$ cat src/rtl/fifo_wr_arbiter_if.sv
// rtl/fifo_wr_arbiter_if.sv - requester and FIFO write-port bundle for fifo_wr_arbiter
interface fifo_wr_arbiter_if #(
    parameter int NUM_REQ = 4,
    parameter int DATA_W  = 128
);
    localparam int GID_W = (NUM_REQ > 1) ? $clog2(NUM_REQ) : 1;

    logic [NUM_REQ-1:0]        req_valid;
    logic [NUM_REQ*DATA_W-1:0] req_data;
    logic [NUM_REQ-1:0]        req_ready;
    logic                      i_full;
    logic                      i_alm_full;
    logic                      o_wren;
    logic [DATA_W-1:0]         o_wrdata;
    logic [GID_W-1:0]          grant_id;
    logic                      busy;

    modport master (
        output req_valid, req_data, i_full, i_alm_full,
        input  req_ready, o_wren, o_wrdata, grant_id, busy
    );

    modport slave (
        input  req_valid, req_data, i_full, i_alm_full,
        output req_ready, o_wren, o_wrdata, grant_id, busy
    );
endinterface

$ cat src/rtl/fifo_wr_arbiter.sv
// rtl/fifo_wr_arbiter.sv - round-robin burst arbiter for a shared FIFO write port
module fifo_wr_arbiter #(
    parameter int NUM_REQ   = 4,
    parameter int DATA_W    = 128,
    parameter int BURST_MAX = 4
) (
    input  logic             clk,
    input  logic             reset,
    fifo_wr_arbiter_if.slave bus
);
    localparam int GID_W = (NUM_REQ > 1) ? $clog2(NUM_REQ) : 1;
    localparam logic [3:0] BURST_LAST = 4'(BURST_MAX);

    typedef enum logic [0:0] {
        IDLE  = 1'b0,
        BURST = 1'b1
    } state_t;

    state_t            state_q, state_d;
    logic [GID_W-1:0]  rr_ptr_q, rr_ptr_d;
    logic [GID_W-1:0]  grant_q, grant_d;
    logic [3:0]        beat_cnt_q, beat_cnt_d;
    logic              wren_q, wren_d;
    logic [DATA_W-1:0] wrdata_q, wrdata_d;

    logic              space_ok;
    logic              gnt_valid;
    logic              accept;
    logic [GID_W-1:0]  pick;
    logic [GID_W-1:0]  scan_idx;
    logic              pick_found;

    function automatic logic [GID_W-1:0] inc_wrap(input logic [GID_W-1:0] v);
        if (int'(v) == NUM_REQ - 1) begin
            return '0;
        end
        return v + 1'b1;
    endfunction

    // All state registers; reset clears everything, dropping any write in flight.
    always_ff @(posedge clk or posedge reset) begin
        if (reset) begin
            state_q    <= IDLE;
            rr_ptr_q   <= '0;
            grant_q    <= '0;
            beat_cnt_q <= '0;
            wren_q     <= 1'b0;
            wrdata_q   <= '0;
        end else begin
            state_q    <= state_d;
            rr_ptr_q   <= rr_ptr_d;
            grant_q    <= grant_d;
            beat_cnt_q <= beat_cnt_d;
            wren_q     <= wren_d;
            wrdata_q   <= wrdata_d;
        end
    end

    // FIFO room check: almost-full plus a write already landing means no room this cycle.
    always_comb begin
        space_ok  = !bus.i_full && !(bus.i_alm_full && wren_q);
        gnt_valid = bus.req_valid[grant_q];
        accept    = (state_q == BURST) && gnt_valid && space_ok;
    end

    // Round-robin search: first requesting index at or above rr_ptr, wrapping.
    always_comb begin
        pick       = rr_ptr_q;
        pick_found = 1'b0;
        scan_idx   = rr_ptr_q;
        for (int i = 0; i < NUM_REQ; i++) begin
            if (!pick_found && bus.req_valid[scan_idx]) begin
                pick       = scan_idx;
                pick_found = 1'b1;
            end
            scan_idx = inc_wrap(scan_idx);
        end
    end

    // Next-state: grant in IDLE, count beats in BURST, release on burst limit or valid drop.
    always_comb begin
        state_d    = state_q;
        rr_ptr_d   = rr_ptr_q;
        grant_d    = grant_q;
        beat_cnt_d = beat_cnt_q;
        wren_d     = accept;
        wrdata_d   = wrdata_q;
        if (accept) begin
            wrdata_d = bus.req_data[int'(grant_q)*DATA_W +: DATA_W];
        end
        case (state_q)
            IDLE: begin
                if (pick_found) begin
                    state_d    = BURST;
                    grant_d    = pick;
                    beat_cnt_d = '0;
                end
            end
            BURST: begin
                if (accept) begin
                    beat_cnt_d = beat_cnt_q + 4'd1;
                    if (beat_cnt_q + 4'd1 == BURST_LAST) begin
                        state_d  = IDLE;
                        rr_ptr_d = inc_wrap(grant_q);
                    end
                end else if (!gnt_valid) begin
                    state_d  = IDLE;
                    rr_ptr_d = inc_wrap(grant_q);
                end
            end
            default: state_d = IDLE;
        endcase
    end

    // Outputs: only the granted requester sees ready, and only while in BURST.
    always_comb begin
        bus.req_ready = '0;
        if (state_q == BURST) begin
            bus.req_ready[grant_q] = space_ok;
        end
        bus.busy     = (state_q == BURST);
        bus.grant_id = grant_q;
        bus.o_wren   = wren_q;
        bus.o_wrdata = wrdata_q;
    end
endmodule

$ cat src/flat_wrapper.sv
// flat-port wrapper written by rule: the top's interface ports become plain ports
module fifo_wr_arbiter_flat 
#(
    parameter int NUM_REQ   = 4,
    parameter int DATA_W    = 128,
    parameter int BURST_MAX = 4
)
  (clk, reset, bus_req_valid, bus_req_data, bus_i_full, bus_i_alm_full, bus_req_ready, bus_o_wren, bus_o_wrdata, bus_grant_id, bus_busy);
  fifo_wr_arbiter_if #(.NUM_REQ(NUM_REQ), .DATA_W(DATA_W)) bus_i ();
  input  logic clk;
  input  logic reset;
  input wire logic [$bits(bus_i.req_valid)-1:0] bus_req_valid;
  input wire logic [$bits(bus_i.req_data)-1:0] bus_req_data;
  input wire logic [$bits(bus_i.i_full)-1:0] bus_i_full;
  input wire logic [$bits(bus_i.i_alm_full)-1:0] bus_i_alm_full;
  output wire logic [$bits(bus_i.req_ready)-1:0] bus_req_ready;
  output wire logic [$bits(bus_i.o_wren)-1:0] bus_o_wren;
  output wire logic [$bits(bus_i.o_wrdata)-1:0] bus_o_wrdata;
  output wire logic [$bits(bus_i.grant_id)-1:0] bus_grant_id;
  output wire logic [$bits(bus_i.busy)-1:0] bus_busy;
  assign bus_i.req_valid = bus_req_valid;
  assign bus_i.req_data = bus_req_data;
  assign bus_i.i_full = bus_i_full;
  assign bus_i.i_alm_full = bus_i_alm_full;
  assign bus_req_ready = bus_i.req_ready;
  assign bus_o_wren = bus_i.o_wren;
  assign bus_o_wrdata = bus_i.o_wrdata;
  assign bus_grant_id = bus_i.grant_id;
  assign bus_busy = bus_i.busy;
  fifo_wr_arbiter #(.NUM_REQ(NUM_REQ), .DATA_W(DATA_W), .BURST_MAX(BURST_MAX)) u_core (.clk(clk), .reset(reset), .bus(bus_i));
endmodule
$ cat config.mk
export PLATFORM = sky130hd
export DESIGN_NAME = fifo_wr_arbiter_flat
export DESIGN_NICKNAME = d
export VERILOG_FILES = /design/src/rtl/fifo_wr_arbiter_if.sv /design/src/rtl/fifo_wr_arbiter.sv /design/src/flat_wrapper.sv
export SDC_FILE = /design/constraint.sdc
export NUM_CORES = 1
export LEC_CHECK = 0
export ABC_AREA = 1
export BUFFER_PORTS_ARGS = -buffer_cell sky130_fd_sc_hd__buf_2
export CORE_AREA = 8 8 250 252
export CTS_CLUSTER_DIAMETER = 60
export DETAILED_ROUTE_END_ITERATION = 12
export DIE_AREA = 0 0 258 260
export PLACE_DENSITY_LB_ADDON = 0.12
export SLEW_MARGIN = 5
export SYNTH_ARGS = -nofsm -noshare
export SYNTH_HDL_FRONTEND = slang
export SYNTH_SLANG_ARGS = --single-unit
$ cat constraint.sdc
create_clock -name clk -period 4.8 [get_ports clk]
set_input_delay 1.44 -clock clk [delete_from_list [all_inputs] [get_ports clk]]
set_output_delay 1.44 -clock clk [all_outputs]
set_load 0.005 [all_outputs]
==> results by group, run 1 <==
Global routing
  – GRT overflow: 0
  – Antenna violations before repair: 4
  – First-pass GRT wire length: 71.8 mm
  – Pin count of the biggest net entering global routing: 142
  – Vias in the first global route: 12,041
  – GRT Total Usage: 13.7%

Placed design
  – Dpl cells: 2,730
  – DP Wirelength: around 37 mm
  – Gp weighted congestion: approximately 0.8
  – Port bufs: 655

Setup path
  – Startpoint Class: flip-flop
  – RR Endpoint: u_core.bus.o_wrdata[39]
  – R2R Setup Slk: 1860 ps
  – Critical Path End Type: primary output
  – Crit-path cells: inv_4 > ha_1 > inv_1 > nor2_1 > buf_2
  – Worst R2R Start: u_core.bus.grant_id[1]
  – Worst reg2reg path depth: 8
  – Max incr delay on CP: 720 ps
  – Critical path arrival: 2360 ps
  – Setup Crit Path Kind: flip-flop to primary output
  – Worst endpoint required time: roughly 3400 ps
  – CP max-delay cell: dfrtp_4
  – CP max FO: 68

Clock tree
  – CTS max path bufs: 2
  – Reg clk slew, reported paths: 60 ps
  – Cell chosen for the clock root: clkbuf_16
  – Num CTS Buffers: 17
  – Hold-fix buffers, CTS: 0
  – Post-CTS Setup Repair Bufs: 0
  – Clk sinks: about 140
  – Worst skew pair latency: 470 ps
  – Deepest level of the CTS H-tree: 4
  – CTS tree: yes
  – Post-CTS sizing: 0

Die
  – Die height: 260 um
  – Std cell rows: 89
  – Die Area: 0.0671 mm^2
  – Top Ports: 656
  – CORE AREA: 0.0585 mm^2
  – Starting density of the core: 15.5%
  – Die X: 258 um

Timing
  – Final setup viols: 0
  – Hold Vio Cnt, Final: 0
  – Peak Freq: roughly 260 MHz
  – Final setup TNS: 0 ps
  – RSZ-0062 raised after global routing: false
  – Max-slew violations: 0
  – Crit path time final: approximately 3800 ps
  – Final period util: 79.2%
  – Worst Max-Slew Pin Slew: just under 900 ps
  – Headroom to the max-slew limit: approximately two fifths
  – Layout Skew: 9.39 ps
  – Final hold slack: 472 ps

Hold path
  – Hold Crit Depth: 2
  – HP Start: u_core.bus.o_wrdata[56]
  – Worst hold endpoint: u_core.bus.o_wrdata[56]
  – Hold WC Path Type: flip-flop to flip-flop

Synthesis
  – Synthesized Nets: 1,930
  – Register area share after synthesis: 38.0%
  – Synthesized area per cell: around 6.5 um^2
  – Synthesis Warnings: 0
  – Mapped Area: 0.00908 mm^2
  – Post-synthesis cell type count: 26
  – Post-synthesis cell count: 1,404
  – Flops & latches, synth: 138

Route
  – Number of DRC violations after detailed-routing iteration 0: between 600 and 700
  – Vias: 11,652
  – WL per Instance: 17.6 um
  – Final wirelength: 48.6 mm
  – Router iterations before antenna repair: 6
  – Routed Antenna Nets: 0
  – Remaining DRCs: 0
  – Vias per inst: 4.21

Pwr
  – Clk pwr share: 17.1%
  – Logic pwr share: 56.1%
  – Sw power: 3.81 mW
  – Pint: 4.05 mW
  – Leak Pwr: 7.18 nW
  – Power consumption: around 8 mW
  – Switching Fraction: ~48%
  – VDD IR-drop max: 265 uV
  – Flop pwr share: between 20% and 30%
  – Pwr per Cell Area: 580 mW/mm^2

Cells and area
  – Fin nets: around 2,500
  – Final std cells w/o fill: 2,765
  – Layout area overhead: 49.4%
  – Layout cells sized above 1: 36.0%

Flow run
  – Max Cap Viol: 0

Run status
  – Outcome: complete, no violations
cells in the mapped netlist (all sizes together):
cell type	count	share of area, %
o22ai	128	8.8
nor2	272	11
xor2	2	0.19
nand2	435	18
nand3	22	1.3
buf	47	2.9
a21o	1	0.083
nand3b	1	0.083
a21oi	1	0.055
ha	6	0.83
clkbuf	67	2.8
o21ai	263	15
inv	21	0.90
dfrtp	138	38
worst max-delay path by stage:
| stage | startpoint | endpoint | slack, ps | cells past startpoint |
|---|---|---|---|---|
| floorplan | bus_i_alm_full | bus_req_ready[0] | 1440 | 4 |
| global placement | bus_i_alm_full | bus_req_ready[2] | 1050 | 6 |
| detailed placement | bus_i_alm_full | bus_req_ready[2] | 1060 | 6 |
| CTS | u_core.bus.grant_id[1] | bus_req_ready[0] | 880 | 5 |
| global route | u_core.bus.grant_id[1] | bus_req_ready[0] | 760 | 5 |
| finish | u_core.bus.grant_id[1] | bus_req_ready[0] | 1000 | 5 |
sequential cells by signal (all words and copies together), names as in the netlist:
register	flops
u_core.beat_cnt_q	4
u_core.bus.busy	1
u_core.bus.grant_id	2
u_core.bus.o_wrdata	128
u_core.bus.o_wren	1
u_core.rr_ptr_q	2
placed cells by master (no fill, tap or decap), drive strengths merged, types with 6 or more instances in the layout:
master	count
nand2	435
clkbuf	20
dfrtp	138
nand3	22
clkinv	6
o21ai	263
o22ai	128
ha	6
inv	20
buf	667
nor2	272
worst max-delay path, delay by kind of cell (launching register included):
family | cells | cell delay, ps
simple gates | 1 | 100
buf+inv | 3 | 770
fa+ha+maj | 1 | 280
flops | 1 | 720
power groups by stage:
stage / logic (mW) / clock network [mW] / registers [mW]
global route: 5.02 / 1.46 / 2.19
global placement: 4.54 / 0 / 2.12
CTS: 4.54 / 1.42 / 2.11
finish: 4.41 / 1.35 / 2.10
detailed placement: 4.53 / 0 / 2.12
floorplan: 2.77 / 0 / 2.05
layout make-up:
cell class	count	area, um^2
fill	6731	44900
multi-input combinational	1131	5040
sequential	138	3460
timing repair buffer	667	3420
tap	773	967
clock buffer	20	457
clock inverter	12	124
inverter	21	95.1
antenna	3	7.51
per-stage QoR:
step	instance area (um^2)	util (%)	worst slack, ps
after floorplan	9090	-	1440
final	13600	23.2	996
after detailed placement	13000	22.2	1060
after global placement	13000	22.2	1050
after CTS	13600	23.2	876
after global routing	13600	23.2	763
kinds of logic after synthesis:
family	after synthesis	synth area share, %
xor gates and xnor gates	2	0.193
AOI/OAI and AO/OA	393	23.5
and+or+nand+nor	730	30.9
adders and majority gates	6	0.827
DFF	138	38.0
buffers and inverters	135	6.57
per-layer routing:
metal	vias to the layer above	GRT usage, %	routed length, um
li1	5810	-	-
met1	5362	15.3	18900
met2	428	24.4	24900
met3	50	4.61	3650
met4	2	4.62	1120
met5	-	0	12
No activity file was read; power rests on OpenSTA's default activity.
==> run 2, diff against run 1 <==
- clock period: 4.8 -> 3.2 ns (I/O delays scaled with it)
==> run 2 against run 1 <==
Effect of this change: critical path depth unchanged; sequential power increased by 44%; global-route usage increased by 0.29 points; via count increased by 0.34%; final cell count increased by 0.47%; sequential cell count unchanged.
==> results by group, run 2 (synthesis gave the netlist of run 1 again) <==
Die
  – Die X: 258 um (unchanged)
  – Std cell rows: 89 (unchanged)
  – Starting density of the core: 15.5% (unchanged)
  – Top Ports: 656 (unchanged)
  – Die height: 260 um (unchanged)
  – Die Area: 0.0671 mm^2 (unchanged)
  – CORE AREA: 0.0585 mm^2 (unchanged)

Timing
  – Hold Vio Cnt, Final: 0 (unchanged)
  – Crit path time final: 2770 ps
  – Final setup TNS: 0 ps (unchanged)
  – Final period util: 86.6%
  – Headroom to the max-slew limit: 44.1% (+3.1 points)
  – Peak Freq: ~360 MHz
  – RSZ-0062 raised after global routing: false
  – Worst Max-Slew Pin Slew: 838 ps (-46.4 ps)
  – Final hold slack: 471 ps (-1.10 ps)
  – Final setup viols: 0 (unchanged)
  – Max-slew violations: 0 (unchanged)
  – Layout Skew: 10.6 ps (+1.26 ps)

Pwr
  – Pwr per Cell Area: 875 mW/mm^2 (+51%)
  – Switching Fraction: 47.5% (-0.96 points)
  – Sw power: 5.71 mW (+50%)
  – Pint: 6.31 mW (+56%)
  – Clk pwr share: 18.1% (+1.0 points)
  – Leak Pwr: 7.27 nW (+1.3%)
  – Flop pwr share: 25.2% (-1.6 points)
  – VDD IR-drop max: 490 uV (+85%)
  – Logic pwr share: 56.8% (+0.7 points)

Placed design
  – Gp weighted congestion: 0.840 (+4.8%)
  – Port bufs: 655 (unchanged)
  – DP Wirelength: 38.1 mm (+2.1%)

Clock tree
  – Deepest level of the CTS H-tree: 4 (unchanged)
  – Num CTS Buffers: 17 (unchanged)
  – Post-CTS Setup Repair Bufs: 0 (unchanged)
  – CTS tree: yes
  – CTS max path bufs: 2 (unchanged)
  – Reg clk slew, reported paths: 60 ps (about the same)
  – Post-CTS sizing: 0 (unchanged)
  – Worst skew pair latency: 470 ps (about the same)
  – Cell chosen for the clock root: clkbuf_16
  – Clk sinks: 138 (unchanged)
  – Hold-fix buffers, CTS: 0 (unchanged)

Flow run
  – Max Cap Viol: 0 (unchanged)

Global routing
  – First-pass GRT wire length: 73.2 mm (+2.0%)
  – Antenna violations before repair: 10 (+6)
  – Pin count of the biggest net entering global routing: 160 (+13%)
  – GRT Total Usage: 14.0% (+0.29 points)
  – GRT overflow: 0 (unchanged)
  – Vias in the first global route: 12,173 (+1.1%)

Setup path
  – Worst path top cell family by delay: buffers and inverters
  – Setup Crit Path Kind: flip-flop to primary output
  – Critical path arrival: 1810 ps (-550 ps)
  – CP max FO: 35 (-49%)
  – Startpoint Class: flip-flop
  – WP buf/inv: 3 (unchanged)
  – Crit-path cells: buf_4 > ha_1 > inv_1 > nor2_1 > buf_2
  – Max incr delay on CP: 500 ps (-220 ps)
  – Critical Path End Type: primary output
  – Critical Path Start: u_core.bus.grant_id[0]
  – CP max-delay cell: dfrtp_4
  – Worst endpoint required time: 2240 ps (-1120 ps)
  – Worst R2R Start: u_core.bus.grant_id[0]

Cells and area
  – Layout area overhead: 51.2%
  – Layout cells sized above 1: 36.4% (+0.34 points)
  – Fin nets: 2,512 (+0.40%)
  – Final core occ: 23.5% (+0.28 points)
  – Fill count: 6,699 (-0.48%)
  – Commonest non-fill, non-tap cells in the layout: buf_2 (655), nand2_1 (431), nor2_1 (270), o21ai_0 (252), dfrtp_1 (136)
  – Max FFs per register: 128 (unchanged)
  – Most common cell after layout, fill and taps aside: buf_2

Route
  – Final wirelength: 49.4 mm (+1.6%)
  – Vias: 11,692 (+0.34%)
  – Number of DRC violations after detailed-routing iteration 0: 757 (+13%)
  – Routed Antenna Nets: 0 (unchanged)
  – Router iterations before antenna repair: 7 (+1)
  – Vias per inst: 4.21 (-0.13%)
  – Remaining DRCs: 0 (unchanged)
  – WL per Instance: 17.8 um (+1.1%)

Hold path
  – HP Start: u_core.bus.o_wrdata[61]
  – Hold WC Path Type: flip-flop to flip-flop

Run status
  – Outcome: complete, no violations
[run 2: cell count changes in the layout (fill, tap and decap cells not counted)]
cell,change
clkinv_2,-2
bufinv_16,+2
clkbuf_8,+1
clkinvlp_4,-3
clkbuf_1,-1
clkinv_4,+2
diode_2,+4
buf_12,+2
buf_4,+8
[run 2: per-layer routing]
layer	GRT usage [%]	wire length (um)	up-vias
met5	0	40	-
li1	-	-	5831
met1	15.6	19200	5378
met2	25.1	25500	424
met3	4.56	3680	53
met4	4.70	946	6
[run 2: final timing paths]
| path | to | slack (ps) | cells after the start |
|---|---|---|---|
| max in group asynchronous | u_core.bus.o_wrdata[0] | 1940 | 3 |
| min in group asynchronous | u_core.bus.o_wrdata[58] | 590 | 2 |
| min | u_core.bus.o_wrdata[61] | 470 | 2 |
| max reg2reg | u_core.bus.o_wrdata[34] | 930 | 6 |
| max | bus_req_ready[3] | 430 | 5 |
| min reg2reg | u_core.bus.o_wrdata[61] | 470 | 2 |
[run 2: power by group through the flow]
stage | Clock (mW) | Sequential, mW | Combinational, mW
floorplan | 0 | 3.07 | 4.16
global placement | 0 | 3.04 | 7.02
detailed placement | 0 | 3.05 | 7.02
CTS | 2.29 | 3.04 | 7.04
global route | 2.33 | 3.14 | 7.80
finish | 2.17 | 3.03 | 6.82
[run 2: area by class of cell]
cell class | instances | area, um^2 | share of cell area [%]
Antenna cell | 7 | 17.5 | 0.128
Clock buffer | 20 | 467 | 3.40
Clock inverter | 11 | 169 | 1.23
Inverter | 21 | 95.1 | 0.692
Multi-Input combinational cell | 1131 | 5040 | 36.7
Sequential cell | 138 | 3460 | 25.2
Tap cell | 773 | 967 | 7.04
Timing Repair Buffer | 677 | 3520 | 25.6
[run 2: worst reg2reg max path: cells and delay by family, from the launching register on]
family	cells	cell delay, ps
AOI/OAI and AO/OA	2	640
buffers and inverters	2	870
DFF	1	540
and+or+nand+nor	2	160
[run 2: stage by stage]
step / std cells / power [mW] / cell area (um^2) / setup WS, ps
final: 2778 / 12.0 / 13700 / 430
after global routing: 2776 / 13.3 / 13700 / 304
after CTS: 2771 / 12.4 / 13700 / 337
after detailed placement: 2740 / 10.1 / 13100 / 437
after global placement: 2740 / 10.1 / 13100 / 448
after floorplan: 1404 / 7.23 / 9090 / 519
==> run 3, diff against run 2 <==
- CORE_AREA: 8 8 250 252 -> 4 4 254 256
- GPL_TIMING_DRIVEN: default -> 0
==> run 3 against run 2 <==
Effect of this change: via count is 7.7% higher; total power grew 8.1%; count of clock-buffer cells in the layout stayed put; sequential cell count unchanged; largest cell class unchanged; highest routed layer unchanged; cell area rose by 3.1%; register-to-register slack worse by 690 ps; clock skew decreased by 2.4 ps; combinational power rose by 13%.
==> results by group, run 3 (synthesis gave the netlist of run 1 again) <==
Setup path
  – Setup Crit Path Kind: flip-flop to flip-flop
  – Worst R2R Start: u_core.bus.grant_id[1]
  – Critical Path End Type: flip-flop
  – Critical Path Start: u_core.bus.grant_id[1]
  – Startpoint Class: flip-flop
  – Critical path arrival: 3380 ps (+1570 ps)
  – Worst reg2reg path depth: 8 (+2)
  – Worst setup endpoint: u_core.bus.o_wrdata[40]
  – R2R Setup Slk: 240 ps (-690 ps)
  – CP max FO: 12 (-66%)
  – Worst endpoint required time: 3620 ps (+1380 ps)
  – RR Endpoint: u_core.bus.o_wrdata[40]

Clock tree
  – Worst skew pair latency: 480 ps (about the same)
  – Cell chosen for the clock root: clkbuf_16
  – Hold-fix buffers, CTS: 0 (unchanged)
  – Clk sinks: 138 (unchanged)
  – Reg clk slew, reported paths: 70 ps (about the same)
  – Deepest level of the CTS H-tree: 4 (unchanged)
  – Num CTS Buffers: 17 (unchanged)
  – CTS max path bufs: 2 (unchanged)
  – CTS tree: yes

Global routing
  – GRT Total Usage: 17.2% (+3.2 points)
  – GRT overflow: 0 (unchanged)
  – Vias in the first global route: 13,165 (+8.1%)
  – Antenna violations before repair: 9 (-1)
  – Pin count of the biggest net entering global routing: 36 (-78%)
  – First-pass GRT wire length: 85.7 mm (+17%)

Timing
  – Worst Max-Slew Pin Slew: 808 ps (-30.9 ps)
  – Crit path time final: 2960 ps (+191 ps)
  – Headroom to the max-slew limit: 46.2% (+2.1 points)
  – Final hold slack: 392 ps (-78.7 ps)
  – Hold Vio Cnt, Final: 0 (unchanged)
  – Final setup viols: 0 (unchanged)
  – Layout Skew: 8.20 ps (-2.44 ps)
  – Peak Freq: 338 MHz (-6.4%)
  – Max-slew violations: 0 (unchanged)
  – Final period util: 92.5% (+6.0 points)
  – RSZ-0062 raised after global routing: false

Die
  – CORE AREA: 0.0625 mm^2 (+6.9%)
  – Top Ports: 656 (unchanged)
  – Starting density of the core: 14.5% (-1.0 points)
  – Std cell rows: 92 (+3.4%)
  – Die Area: 0.0671 mm^2 (unchanged)
  – Die X: 258 um (unchanged)
  – Die height: 260 um (unchanged)

Cells and area
  – Layout cells sized above 1: 35.8% (-0.57 points)
  – Layout area overhead: 55.9%
  – Max FFs per register: 128 (unchanged)
  – Final core occ: 22.7% (-0.83 points)
  – Fin nets: 2,605 (+3.7%)
  – Commonest non-fill, non-tap cells in the layout: buf_2 (683), nand2_1 (431), nor2_1 (270), o21ai_0 (252), dfrtp_1 (138)
  – Most common cell after layout, fill and taps aside: buf_2
  – Fill count: 7,223 (+7.8%)

Route
  – Number of DRC violations after detailed-routing iteration 0: 861 (+14%)
  – Final wirelength: 60.4 mm (+22%)
  – Router iterations before antenna repair: 5 (-2)
  – Routed Antenna Nets: 0 (unchanged)
  – Vias per inst: 4.28 (+1.7%)
  – WL per Instance: 20.5 um (+16%)
  – Remaining DRCs: 0 (unchanged)
  – Vias: 12,590 (+7.7%)

Pwr
  – VDD IR-drop max: 277 uV (-44%)
  – Pwr per Cell Area: 918 mW/mm^2 (+4.8%)
  – Leak Pwr: 7.43 nW (+2.2%)

Placed design
  – Gp weighted congestion: 0.923 (+9.9%)
  – Port bufs: 655 (unchanged)
  – DP Wirelength: 48.9 mm (+28%)

Run status
  – Outcome: complete, no violations

Flow run
  – Max Cap Viol: 0 (unchanged)

Hold path
  – Hold WC Path Type: primary input to asynchronous set/reset pin
==> run 3: final cells by class <==
cell class	instances	area [um^2]	share of cell area, %
Timing Repair Buffer	660	3370	23.8
Multi-Input combinational cell	1131	5030	35.5
Inverter	21	91.3	0.645
Buffer	110	498	3.52
Antenna cell	5	12.5	0.0883
Tap cell	846	1060	7.47
Clock buffer	20	457	3.22
Clock inverter	11	194	1.37
Sequential cell	138	3450	24.4
==> run 3: repair_timing <==
item / in CTS / in global routing
setup endpoints to repair: 3 / 2
gates resized for setup: 2 / 0
buffers inserted: 1 / 0
cloned: 0 / 0
endpoints found under the hold margin: 0 / 0
pin swaps: 0 / 0
==> run 3: where the power goes <==
group | switching, mW | internal, mW
Sequential | 0.491 | 2.56
Combinational | 5.13 | 2.56
Clock | 0.849 | 1.41
==> run 3: per-stage QoR <==
| stage | cell area, um^2 | setup TNS [ps] | instances | worst slack, ps | total power, mW |
|---|---|---|---|---|---|
| floorplan | 9090 | 0 | 1404 | 519 | 7.23 |
| global route | 14200 | 0 | 2940 | 67.4 | 14.3 |
| CTS | 14200 | 0 | 2938 | 61.0 | 13.3 |
| finish | 14200 | 0 | 2942 | 239 | 13.0 |
| detailed placement | 13500 | -21.6 | 2909 | -21.6 | 11.0 |
| global placement | 13400 | -102830 | 2905 | -767 | 11.0 |
==> run 3: worst min-delay path by stage <==
stage,slack [ps],from,end,cells past startpoint
6_report,390,reset,u_core.bus.o_wrdata[94],2
2_1_floorplan,470,u_core.bus.o_wrdata[0],u_core.bus.o_wrdata[0],2
3_3_place_gp,460,u_core.bus.o_wrdata[102],u_core.bus.o_wrdata[102],2
3_5_place_dp,460,u_core.bus.o_wrdata[25],u_core.bus.o_wrdata[25],2
5_1_grt,360,reset,u_core.bus.o_wrdata[94],2
4_1_cts,350,reset,u_core.bus.o_wrdata[94],2
==> run 3: per-layer routing <==
layer / GRT usage, % / share of wire (%) / vias up
li1: - / - / 6020
met1: 20.7 / 41 / 5977
met2: 30.0 / 50 / 514
met3: 4.92 / 7.0 / 71
met4: 5.05 / 2.1 / 8
met5: 0 / 0.086 / -
==> run 3: critical path, stage by stage, from the launching register on <==
cell and delay, ps:
dfrtp_1 520, clkinvlp_4 280, buf_4 260, buf_2 520, clkbuf_1 590, o21ai_0 310, o22ai_1 250, nand2_1 90
nand2_1 50
